==> config.mk <==
export PLATFORM = sky130hd
export DESIGN_NAME = aes_spi_master_mc
export DESIGN_NICKNAME = d
export VERILOG_FILES = /design/src/rtl/aes_spi_master_mc.sv
export SDC_FILE = /design/constraint.sdc
export NUM_CORES = 1
export LEC_CHECK = 0
export CAP_MARGIN = 20
export CORE_ASPECT_RATIO = 0.8
export CORE_MARGIN = 1
export CORE_UTILIZATION = 52
export DETAILED_ROUTE_END_ITERATION = 8
export PLACE_DENSITY = 0.8
export RECOVER_POWER = 25
export SETUP_SLACK_MARGIN = 0.15
export SYNTH_ARGS = -nofsm -noshare
export SYNTH_HDL_FRONTEND = slang
export SYNTH_SLANG_ARGS = --single-unit
==> constraint.sdc <==
create_clock -name clk -period 3.1 [get_ports clk]
set_clock_uncertainty 0.15 [all_clocks]
set_input_delay 0.31 -clock clk [delete_from_list [all_inputs] [get_ports clk]]
set_output_delay 0.31 -clock clk [all_outputs]
set_load 0.01 [all_outputs]
==> src/rtl/aes_spi_master_mc.sv <==
`default_nettype none
// ============================================================================
// Module      : aes_spi_master_mc
// Description : SPI master that ships one AES job (128-bit block followed by
//               an NK*32-bit key) to one of N_CH cipher slaves and shifts back
//               the 128-bit result. Generated SCLK (half-period DIV clocks),
//               GAP idle bit periods between transmit and receive, and a
//               start/busy/done handshake with error reporting.
// Revision    : 1.0 - initial release
// ----------------------------------------------------------------------------
// Optional feature macro: AES_SPI_ABORT_EN
//   defined   -> adds input 'abort'; abort in SEND/GAP/RECV ends the job with
//                done=1, err=1 on the next cycle.
//   undefined -> no abort port; jobs run to completion or reset.
// ----------------------------------------------------------------------------
// Ports:
//   clk       in   system clock, rising edge
//   rst       in   synchronous active-high reset (aborts a job silently)
//   start     in   job request, sampled only in IDLE
//   abort     in   (AES_SPI_ABORT_EN only) abort the running job
//   ch_sel    in   [CH_W]    target slave index, captured with start
//   data_in   in   [128]     block, captured with start
//   key       in   [NK*32]   key, captured with start
//   busy      out  high from the cycle after accept until done
//   done      out  one-cycle pulse at job end
//   err       out  valid with done: bad ch_sel or abort
//   data_out  out  [128]     received result, updated on error-free done
//   sclk      out  serial clock, idle low
//   mosi      out  serial data out, MSB first
//   cs_n      out  [N_CH]    active-low chip selects
//   miso      in   [N_CH]    per-channel serial data in
// ============================================================================
module aes_spi_master_mc #(
    parameter int NK   = 4,
    parameter int N_CH = 2,
    parameter int CH_W = 3,
    parameter int DIV  = 1,
    parameter int GAP  = 4
) (
    input  logic              clk,
    input  logic              rst,
    input  logic              start,
`ifdef AES_SPI_ABORT_EN
    input  logic              abort,
`endif
    input  logic [CH_W-1:0]   ch_sel,
    input  logic [127:0]      data_in,
    input  logic [NK*32-1:0]  key,
    output logic              busy,
    output logic              done,
    output logic              err,
    output logic [127:0]      data_out,
    output logic              sclk,
    output logic              mosi,
    output logic [N_CH-1:0]   cs_n,
    input  logic [N_CH-1:0]   miso
);

    // ------------------------------------------------------------------
    // Derived sizes
    // ------------------------------------------------------------------
    localparam int SEND_BITS = 128 + NK * 32;
    localparam int CNT_MAX   = (GAP > SEND_BITS) ? GAP : SEND_BITS;
    localparam int CNT_W     = $clog2(CNT_MAX + 1);
    localparam int DIV_W     = (DIV > 1) ? $clog2(DIV) : 1;

    localparam logic [CNT_W-1:0] SEND_LAST = CNT_W'(SEND_BITS - 1);
    localparam logic [CNT_W-1:0] GAP_LAST  = CNT_W'((GAP > 0) ? GAP - 1 : 0);
    localparam logic [CNT_W-1:0] RECV_LAST = CNT_W'(127);
    localparam logic [DIV_W-1:0] DIV_LAST  = DIV_W'(DIV - 1);

    // State encoding. TAIL is the single cycle after the final falling sclk
    // edge: it keeps cs_n low so cs_n never rises in the same cycle that
    // sclk falls at job end.
    localparam logic [2:0] S_IDLE = 3'd0;
    localparam logic [2:0] S_SEND = 3'd1;
    localparam logic [2:0] S_GAP  = 3'd2;
    localparam logic [2:0] S_RECV = 3'd3;
    localparam logic [2:0] S_TAIL = 3'd4;
    localparam logic [2:0] S_DONE = 3'd5;
    localparam logic [2:0] S_ERR  = 3'd6;

    // ------------------------------------------------------------------
    // Registers
    // ------------------------------------------------------------------
    logic [2:0]            r_state;
    logic                  r_busy;
    logic                  r_done;
    logic                  r_err;
    logic [127:0]          r_data_out;
    logic                  r_sclk;
    logic                  r_mosi;
    logic [N_CH-1:0]       r_cs_n;
    logic [CH_W-1:0]       r_ch;
    logic [SEND_BITS-1:0]  r_shift;
    logic [127:0]          r_rx;
    logic [CNT_W-1:0]      r_bit_cnt;
    logic [DIV_W-1:0]      r_div_cnt;

    // ------------------------------------------------------------------
    // Combinational helpers
    // ------------------------------------------------------------------
    logic                  w_tick;
    logic                  w_rise;
    logic                  w_fall;
    logic                  w_ch_ok;
    logic                  w_abort;
    logic                  w_miso_bit;
    logic [N_CH-1:0]       w_cs_sel;

    // w_tick marks the clk edge where sclk toggles; the direction of the
    // toggle tells whether this is the sampling (rise) or shifting (fall)
    // edge of the current bit period.
    assign w_tick  = (r_div_cnt == DIV_LAST);
    assign w_rise  = w_tick && !r_sclk;
    assign w_fall  = w_tick && r_sclk;
    assign w_ch_ok = (32'(ch_sel) < 32'(N_CH));

`ifdef AES_SPI_ABORT_EN
    assign w_abort = abort;
`else
    assign w_abort = 1'b0;
`endif

    // Decode of the requested channel into a one-hot-low chip select.
    // An out-of-range ch_sel decodes to all ones (never used for a job).
    always_comb begin
        w_cs_sel = '1;
        for (int i = 0; i < N_CH; i++) begin
            if (ch_sel == CH_W'(i)) begin
                w_cs_sel[i] = 1'b0;
            end
        end
    end

    // miso of the channel latched at accept.
    always_comb begin
        w_miso_bit = 1'b0;
        for (int i = 0; i < N_CH; i++) begin
            if (r_ch == CH_W'(i)) begin
                w_miso_bit = miso[i];
            end
        end
    end

    // ------------------------------------------------------------------
    // Main state machine and datapath
    // ------------------------------------------------------------------
    always_ff @(posedge clk) begin
        if (rst) begin
            r_state    <= S_IDLE;
            r_busy     <= 1'b0;
            r_done     <= 1'b0;
            r_err      <= 1'b0;
            r_data_out <= '0;
            r_sclk     <= 1'b0;
            r_mosi     <= 1'b0;
            r_cs_n     <= '1;
            r_ch       <= '0;
            r_shift    <= '0;
            r_rx       <= '0;
            r_bit_cnt  <= '0;
            r_div_cnt  <= '0;
        end else begin
            // done/err are single-cycle pulses by default
            r_done <= 1'b0;
            r_err  <= 1'b0;

            case (r_state)
                S_IDLE: begin
                    if (start) begin
                        if (w_ch_ok) begin
                            r_state   <= S_SEND;
                            r_busy    <= 1'b1;
                            r_cs_n    <= w_cs_sel;
                            r_ch      <= ch_sel;
                            r_shift   <= {data_in, key};
                            r_mosi    <= data_in[127];
                            r_sclk    <= 1'b0;
                            r_div_cnt <= '0;
                            r_bit_cnt <= '0;
                        end else begin
                            r_state <= S_ERR;
                            r_done  <= 1'b1;
                            r_err   <= 1'b1;
                        end
                    end
                end

                S_SEND, S_GAP, S_RECV: begin
                    if (w_abort) begin
                        r_state <= S_ERR;
                        r_done  <= 1'b1;
                        r_err   <= 1'b1;
                        r_busy  <= 1'b0;
                        r_cs_n  <= '1;
                        r_sclk  <= 1'b0;
                        r_mosi  <= 1'b0;
                    end else begin
                        if (w_tick) begin
                            r_div_cnt <= '0;
                            r_sclk    <= ~r_sclk;
                        end else begin
                            r_div_cnt <= r_div_cnt + 1'b1;
                        end

                        if (w_rise && (r_state == S_RECV)) begin
                            r_rx <= {r_rx[126:0], w_miso_bit};
                        end

                        // Falling sclk closes a bit period.
                        if (w_fall) begin
                            r_bit_cnt <= r_bit_cnt + 1'b1;
                            case (r_state)
                                S_SEND: begin
                                    if (r_bit_cnt == SEND_LAST) begin
                                        r_bit_cnt <= '0;
                                        r_mosi    <= 1'b0;
                                        r_state   <= (GAP > 0) ? S_GAP : S_RECV;
                                    end else begin
                                        r_shift <= r_shift << 1;
                                        r_mosi  <= r_shift[SEND_BITS-2];
                                    end
                                end
                                S_GAP: begin
                                    if (r_bit_cnt == GAP_LAST) begin
                                        r_bit_cnt <= '0;
                                        r_state   <= S_RECV;
                                    end
                                end
                                S_RECV: begin
                                    if (r_bit_cnt == RECV_LAST) begin
                                        r_bit_cnt <= '0;
                                        r_state   <= S_TAIL;
                                    end
                                end
                                default: begin
                                end
                            endcase
                        end
                    end
                end

                S_TAIL: begin
                    r_state    <= S_DONE;
                    r_done     <= 1'b1;
                    r_busy     <= 1'b0;
                    r_cs_n     <= '1;
                    r_data_out <= r_rx;
                end

                // DONE/ERR are the cycles where the done pulse is visible;
                // start is deliberately not sampled here.
                S_DONE, S_ERR: begin
                    r_state <= S_IDLE;
                end

                default: begin
                    r_state <= S_IDLE;
                end
            endcase
        end
    end

    // ------------------------------------------------------------------
    // Outputs
    // ------------------------------------------------------------------
    assign busy     = r_busy;
    assign done     = r_done;
    assign err      = r_err;
    assign data_out = r_data_out;
    assign sclk     = r_sclk;
    assign mosi     = r_mosi;
    assign cs_n     = r_cs_n;

endmodule
`default_nettype wire

### After elaboration in Yosys (flattened, before gate mapping)

Index checks and enable logic that the tools add are counted.

| storage, ports and cells | value |
|---|---|
| RAM bits | 0 |
| bits in latches | 0 |
| output and inout bits | 135 |
| memories | 0 |
| register bits after elaboration | 534 |
| bits in read-only memories | 0 |

| operators by class | value |
|---|---|
| add/subtract/negate cells | 2 |
| divide/modulo/power cells | 0 |
| shifts and indexed selects | 0 |
| multiply operators | 0 |
| reductions and logical operators | 20 |
| bitwise operators | 3 |
| magnitude comparators | 1 |
| eq/ne operators | 19 |
| mux-type cells | 47 |

Operator list:

| operator | number |
|---|---|
| $mux 255 | 5 |
| $pmux 255 s2 | 1 |
| $mux 9 | 6 |
| $pmux 9 s3 | 1 |
| $mux 3 | 6 |
| $pmux 3 s3 | 2 |
| $pmux 9 s2 | 1 |
| $mux 1 | 17 |
| $ne 2x2->1 const B | 6 |
| $reduce_and 6->1 | 2 |
| $pmux 1 s2 | 5 |
| $add 9x1->9 const B | 1 |
| $eq 3x1->1 const B | 3 |
| $eq 9x2->1 const B | 1 |
| $eq 9x7->1 const B | 1 |
| $eq 9x8->1 const B | 1 |
| $logic_not 3->1 | 3 |
| $ne 3x3->1 const B | 3 |
| $reduce_and 3->1 | 3 |
| $reduce_and 4->1 | 2 |
| $eq 3x2->1 const B | 2 |
| $reduce_and 5->1 | 1 |
| $mux 2 | 2 |
| $ne 4x4->1 const B | 1 |
| 11 further kinds | 16 |

### Longest topological paths before layout

Gate-level depths: netlist (run 1).

| logic depth | value |
|---|---|
| depth in word-level cells | 5 |
| depth in mapped cells | 13 |

### Worst setup path after synthesis (run 1)

No wires, ideal clock.

| timing path | value |
|---|---|
| path type | register -> register |
| start point | register r_bit_cnt[0] |
| end point | register r_bit_cnt[5] |
| data required time | 2.876 ns |
| library setup time | 0.074 ns |
| slack | 0.594 ns |
| arrival time | 2.282 ns |
| cell stages (with the launch flop) | 11 |
| period minus slack after synthesis | 2.506 ns |
| cell sequence | dfxtp_1 > ha_1 > and3_2 > and2_1 > nand3_1 > inv_1 > ha_1 > nand2b_1 > a21o_1 > or4_1 > a31oi_1 |

| on the way | value |
|---|---|
| cells in the longest elaborated chain, start to end | 5 |
| elaborated cells on any way between the ends | 10 |
| those cells by class | 1 x add/sub; 3 x eq/ne; 6 x mux |

Ends and longest elaborated chain:

| item | line | source |
|---|---|---|
| start, declared | 97 | `logic [CNT_W-1:0] r_bit_cnt;` |
| start signal, assigned | 213 | `r_bit_cnt <= r_bit_cnt + 1'b1;` |
| $add 9x1->9, or another cell as far along | 213 |  |
| $mux 9, on equally long branches | 232, 216, 226 |  |
| $pmux 9 s3 * | 214 | `case (r_state)` |
| $mux 9 * | 212 | `if (w_fall) begin` |
| $pmux 9 s2 * | 169 | `case (r_state)` |

Every way passes the cells marked *; elsewhere a longest branch is shown, timed or not. The select of a mux whose other input is x is not followed.
A chain may end at the register's enable or synchronous reset.

### Worst setup path after layout (run 1)

| timing path | value |
|---|---|
| start point | register r_bit_cnt[0] |
| end point | register r_shift[118] |

| on the way | value |
|---|---|
| cells in the longest elaborated chain, start to end | 3 |

Ends and longest elaborated chain:

| item | line | source |
|---|---|---|
| $eq 9x8->1 | 216 | `if (r_bit_cnt == SEND_LAST) begin` |
| $ne 2x2->1 (no source line) | n/a |  |
| $reduce_and 6->1 (no source line) | n/a |  |
| end signal, assigned | 177 | `r_shift <= {data_in, key};` |
| end signal, assigned | 221 | `r_shift <= r_shift << 1;` |
| end, declared | 95 | `logic [SEND_BITS-1:0] r_shift;` |

Every way passes these cells.

==> results of run 1 <==
-- worst max-delay path, stage by stage (launching register included) --
cell       delay [ns]
dfxtp_2          0.34
ha_1             0.24
and3_2           0.23
and2_1           0.15
nand3_1          0.12
inv_1            0.06
ha_1             0.22
o22ai_2          0.17
and3_4           0.33
buf_12           0.14
clkbuf_16        0.14
clkbuf_16        0.16
nor2_1           0.05
a311oi_1         0.27
-- what timing repair did --
action / CTS / global route
endpoints found under the setup margin: 0 / 137
resized for setup: 0 / 14
setup buffers: 0 / 5
-- per-layer routing --
metal  vias up  GRT usage
li1       9673          -
met1      9438      0.357
met2       770      0.434
met3       116     0.0394
met4         0     0.0890
met5         -          0
-- cells in the mapped netlist, drive strengths merged, types with 2 or more instances --
master	number	share of area
and3	2	0.00066
a311oi	254	0.11
nand4	6	0.0018
o211ai	2	0.00072
a21o	2	0.00078
nand2b	6	0.0018
buf	58	0.014
o21ai	7	0.0017
nand4b	2	0.00084
or3	3	0.0011
nor3b	2	0.00096
nand3b	2	0.00072
nor2	267	0.048
a31oi	5	0.0015
clkbuf	178	0.032
nand2	1034	0.19
dfxtp	533	0.51
o22ai	3	0.00090
and2	4	0.0012
a2111oi	2	0.0017
nor3	9	0.0022
inv	4	0.00072
ha	3	0.0018
or4	5	0.0020
nand3	10	0.0024
a21oi	273	0.066
-- cell type report --
type	instances	area, um^2	share of cell area
Antenna cell	3	7.51	0.000274
Clock buffer	69	1420	0.0520
Tap cell	536	671	0.0245
Clock inverter	26	327	0.0119
Timing Repair Buffer	465	5070	0.185
Inverter	4	15.0	0.000549
Sequential cell	533	10700	0.390
Multi-Input combinational cell	1920	9190	0.336
-- logic make-up after synthesis --
logic type               count (synthesis)  share of synthesized area
AO/OA/AOI/OAI                          558                      0.185
XOR/XNOR                                 1                   0.000422
adder cells (fa/ha/maj)                  3                    0.00181
buffers and inverters                  240                     0.0465
flip-flops                             533                      0.514
multiplexers                             1                   0.000482
AND/OR/NAND/NOR                       1356                      0.252
-- sequential cells by signal (all words and copies together), names as in the netlist --
| register | cells |
|---|---|
| r_bit_cnt | 9 |
| mosi | 1 |
| sclk | 1 |
| done | 1 |
| r_state | 3 |
| r_ch | 3 |
| r_rx | 128 |
| err | 1 |
| cs_n | 2 |
| r_shift | 255 |
| data_out | 128 |
| busy | 1 |
-- power breakdown --
| group | switching, mW | total (mW) | internal [mW] |
|---|---|---|---|
| Clock | 2.65 | 6.47 | 3.82 |
| Combinational | 4.28 | 6.56 | 2.28 |
| Sequential | 0.497 | 8.13 | 7.63 |
| Total | 7.43 | 21.2 | 13.7 |
-- metrics by stage --
| step | util | instances | cell area, um^2 | hold slack (ns) |
|---|---|---|---|---|
| after global placement | 0.643 | 3444 | 25300 | 0.292 |
| after floorplan | - | 2692 | 20800 | 0.280 |
| after detailed placement | 0.643 | 3444 | 25300 | 0.294 |
| after global routing | 0.695 | 3556 | 27400 | 0.156 |
| final | 0.695 | 3556 | 27400 | 0.171 |
| after CTS | 0.687 | 3539 | 27000 | 0.139 |
-- path summary, 6_finish.rpt --
path / endpoint / cells after the start / start / slack (ns)
worst max-delay path: r_shift[118]$_SDFFE_PP0P_ / 13 / r_bit_cnt[0]$_SDFFE_PP0P_ / 0.21
worst min-delay path: r_shift[129]$_SDFFE_PP0P_ / 3 / data_in[1] / 0.17
worst max register to register: r_shift[118]$_SDFFE_PP0P_ / 13 / r_bit_cnt[0]$_SDFFE_PP0P_ / 0.21
worst min register to register: data_out[107]$_SDFFE_PP0P_ / 2 / data_out[107]$_SDFFE_PP0P_ / 0.30
==> run metrics, run 1 <==
WL met2 27200 um; WL per Instance 16.1 um; drt pass-1 iters 7; largest net degree at the start of global routing 130; Routed WL 57300 um; crit path kind reg2reg; startpoint types register; sequential area share after synthesis 0.514; part of the cycle the worst path needs 0.932; htree depth 2; ys flop type dfxtp_1; first-pass GRT wire length 90000 um; gr ovfl total 0; Final min period 2.89 ns; Power Total 21.2 mW; most frequent cells in the layout 1033 x nand2_1, 532 x dfxtp_1, 273 x a21oi_1; Antenna Nets Post-Route 0; maxcap violations 0; Top Layer Used met4; clk buf depth 3; Nets 3242; Post-CTS Hold Fix Bufs 0; Core ar. 39400 um^2; vias in the first global route 18400; Fill cells 3127; TNS Setup 0 ns; Ys Warns 0; number of synthesized flops with an enable pin 0; net count after synthesis 2959; fraction of layout instances using a drive strength above 1 0.0560; clock latency on the worst-skew pair 0.56 ns; RSZ-0062 raised after global routing yes; clock tree from TritonCTS built; Rows 65; Initial DRC Count 1839; flops & latches, synth 533; root buf cell clkbuf_16; residual DRC count 0; Via Count 20000; Die H 181 um; Slew Limit Headroom 0.278; DP HPWL 37100 um; HP Class in2reg; Slew Viols, Final 0; port buffer count 398; WL met1 24600 um; Placer Congestion 0.842; Post-Syn Area 20800 um^2; LEAKAGE 9.65 nW; Pwr per Cell Area 773 nW/um^2; Synth cell types 49; metal3 WL 3990 um; via-per-instance ratio 5.62; cell count after synthesis 2692; Layout area overhead 31.8%; critical path arrival 3.20 ns; GRT Resource Usage Total 0.265; status finished clean; I/O pin count 399; Sink Count 533; initial antenna violation count 3; Async SR Flop Fraction 0; most common cell after layout, fill and taps aside nand2_1; worst slack, placed 0.248 ns; setup ws final 0.212 ns; Hold Vio Cnt, Final 0; initial core utilization 0.528; FMAX 0.346 GHz; die area 40700 um^2; Setup crit end kind register; CP Data Required Time 3.41 ns; Die W 225 um; critical path fanouts, max 15; worst vdd ir 0.720 mV; Avg Synthesized Cell Area 7.71 um^2; TritonCTS Buffers 51; Setup-failing EPs final 0; Clock transition at path regs 0.06 ns; Least-Margin Pin Slew 1.08 ns
Power figures use the tool's default switching activity.
==> run 2: changes to the inputs <==
Settings changed: CORE_UTILIZATION 52 to 60, DONT_BUFFER_PORTS set to 1, PLACE_DENSITY 0.8 to 0.76, SLEW_MARGIN set to 20.
==> run metrics, run 2 (same netlist as run 1, synthesis figures left out) <==
status finished, violations left; violated checks negative hold slack, max-slew violations; fraction of layout instances using a drive strength above 1 0.0491; Setup crit end kind register; Slew Viols, Final 210; Psw 7.44 mW; Pwr per Cell Area 774 nW/um^2; largest net degree at the start of global routing 535; Switching Share 0.363; most common cell after layout, fill and taps aside nand2_1; Int Power 13.0 mW; Die H 168 um; worst hold slack -0.311 ns; Placer Congestion 0.839; Hold Vio Cnt, Final 158; I/O pin count 399; part of the cycle the worst path needs 0.969; port buffer count 0; Reg power frac 0.399; Final min period 3.00 ns; critical path fanouts, max 24; Layout area overhead 27.4%; RSZ-0062 raised after global routing yes; Slew Limit Headroom -0.254; most frequent cells in the layout 1033 x nand2_1, 529 x dfxtp_1, 368 x dlygate4sd3_1; worst vdd ir 0.917 mV; worst slack, placed 0.275 ns; clock share of power 0.303; initial core utilization 0.613; drt pass-1 iters 8; residual DRC count 0; die area 35400 um^2; clk buf depth 3; HP Class in2reg; GRT Resource Usage Total 0.325; Nets 3184; FMAX 0.333 GHz; Hold Path Depth 1; combinational group share of total power 0.298; Initial DRC Count 2877; maxcap violations 0; Routed WL 65400 um; Setup-failing EPs final 0; crit path kind reg2reg; gr ovfl total 0; first-pass GRT wire length 94600 um; Least-Margin Pin Slew 1.88 ns; TritonCTS Buffers 50; CP Data Required Time 3.42 ns; Core ar. 33900 um^2; Clock transition at path regs 0.07 ns; root buf cell clkbuf_16; via-per-instance ratio 6.07; vias in the first global route 18900; setup ws final 0.0971 ns; Die W 210 um; Antenna Nets Post-Route 0; Sink Count 533; LEAKAGE 9.70 nW; initial antenna violation count 2; WL per Instance 19.1 um; htree depth 2; Rows 60; clock tree from TritonCTS built; critical path arrival 3.33 ns; Top reg by flops r_shift; startpoint types register; max FFs per register 255; Via Count 20800; TNS Setup 0 ns; DP HPWL 31300 um; R2R depth 7; clock latency on the worst-skew pair 0.58 ns
## run 2: changes by cell type in the layout (fill, tap and decap cells not counted), moves of 4 or more
cell and change:
bufinv_16 -5, clkdlybuf4s50_1 -262, clkbuf_16 -4, dlygate4sd3_1 +233, buf_4 -10, buf_12 -11
## run 2: cell type report
type                       count  area (um^2)
tap                          465          582
antenna                        2         5.00
clock inverter                17          156
sequential                   533        10700
inverter                       4         15.0
multi-input combinational   1919         9210
timing repair buffer         409         4340
clock buffer                  72         1480
fill                        2025         7400
## run 2: worst paths after layout
| path | from | to | slack [ns] |
|---|---|---|---|
| worst max register to register | r_state[1]$_SDFFE_PP0P_ | data_out[122]$_SDFFE_PP0P_ | 0.1 |
| worst min-delay path | rst | r_shift[250]$_SDFFE_PP0P_ | -0.31 |
| worst min register to register | r_ch[1]$_SDFFE_PP0P_ | r_ch[1]$_SDFFE_PP0P_ | 0.32 |
| worst max-delay path | r_state[1]$_SDFFE_PP0P_ | data_out[122]$_SDFFE_PP0P_ | 0.1 |
## run 2: power by group through the flow
stage / Combinational, mW / Clock, mW / Sequential [mW]
CTS: 5.68 / 6.18 / 8.11
global route: 6.69 / 6.54 / 8.24
finish: 6.11 / 6.20 / 8.17
floorplan: 4.25 / 0 / 8.07
global placement: 5.40 / 0 / 8.22
detailed placement: 5.58 / 0 / 8.25
## run 2: metal layers
metal  vias up  track usage  share of wire
li1       9549            -              -
met1      9681        0.393           0.38
met2      1233        0.538           0.47
met3       309       0.0890          0.093
met4         2        0.153          0.049
met5         -            0        0.00018
## run 2: through the flow
stage	cell area (um^2)	hold slack (ns)	total power, mW	util	instances
final	26500	-0.311	20.5	0.782	3421
after global routing	26500	-0.318	21.5	0.781	3420
after global placement	21000	0.268	13.6	0.619	2956
after floorplan	20800	0.280	12.3	-	2692
after detailed placement	21000	0.271	13.8	0.619	2956
after CTS	25500	-0.327	20.0	0.754	3339
## run 2: worst max-delay path, stage by stage, from the launching register on
cell,delay [ns]
dfxtp_2,0.51
nor2_1,0.19
buf_4,0.22
nand2_4,0.27
buf_6,0.28
nand2_1,0.11
a21oi_1,0.38
dlygate4sd3_1,0.76
## run 2: timing repair
action | in CTS | in global routing
gates resized for setup | 0 | 20
setup buffers | 0 | 2
hold endpoints to repair | 533 | 263
hold buffers | 294 | 74
endpoints found under the setup margin | 0 | 278
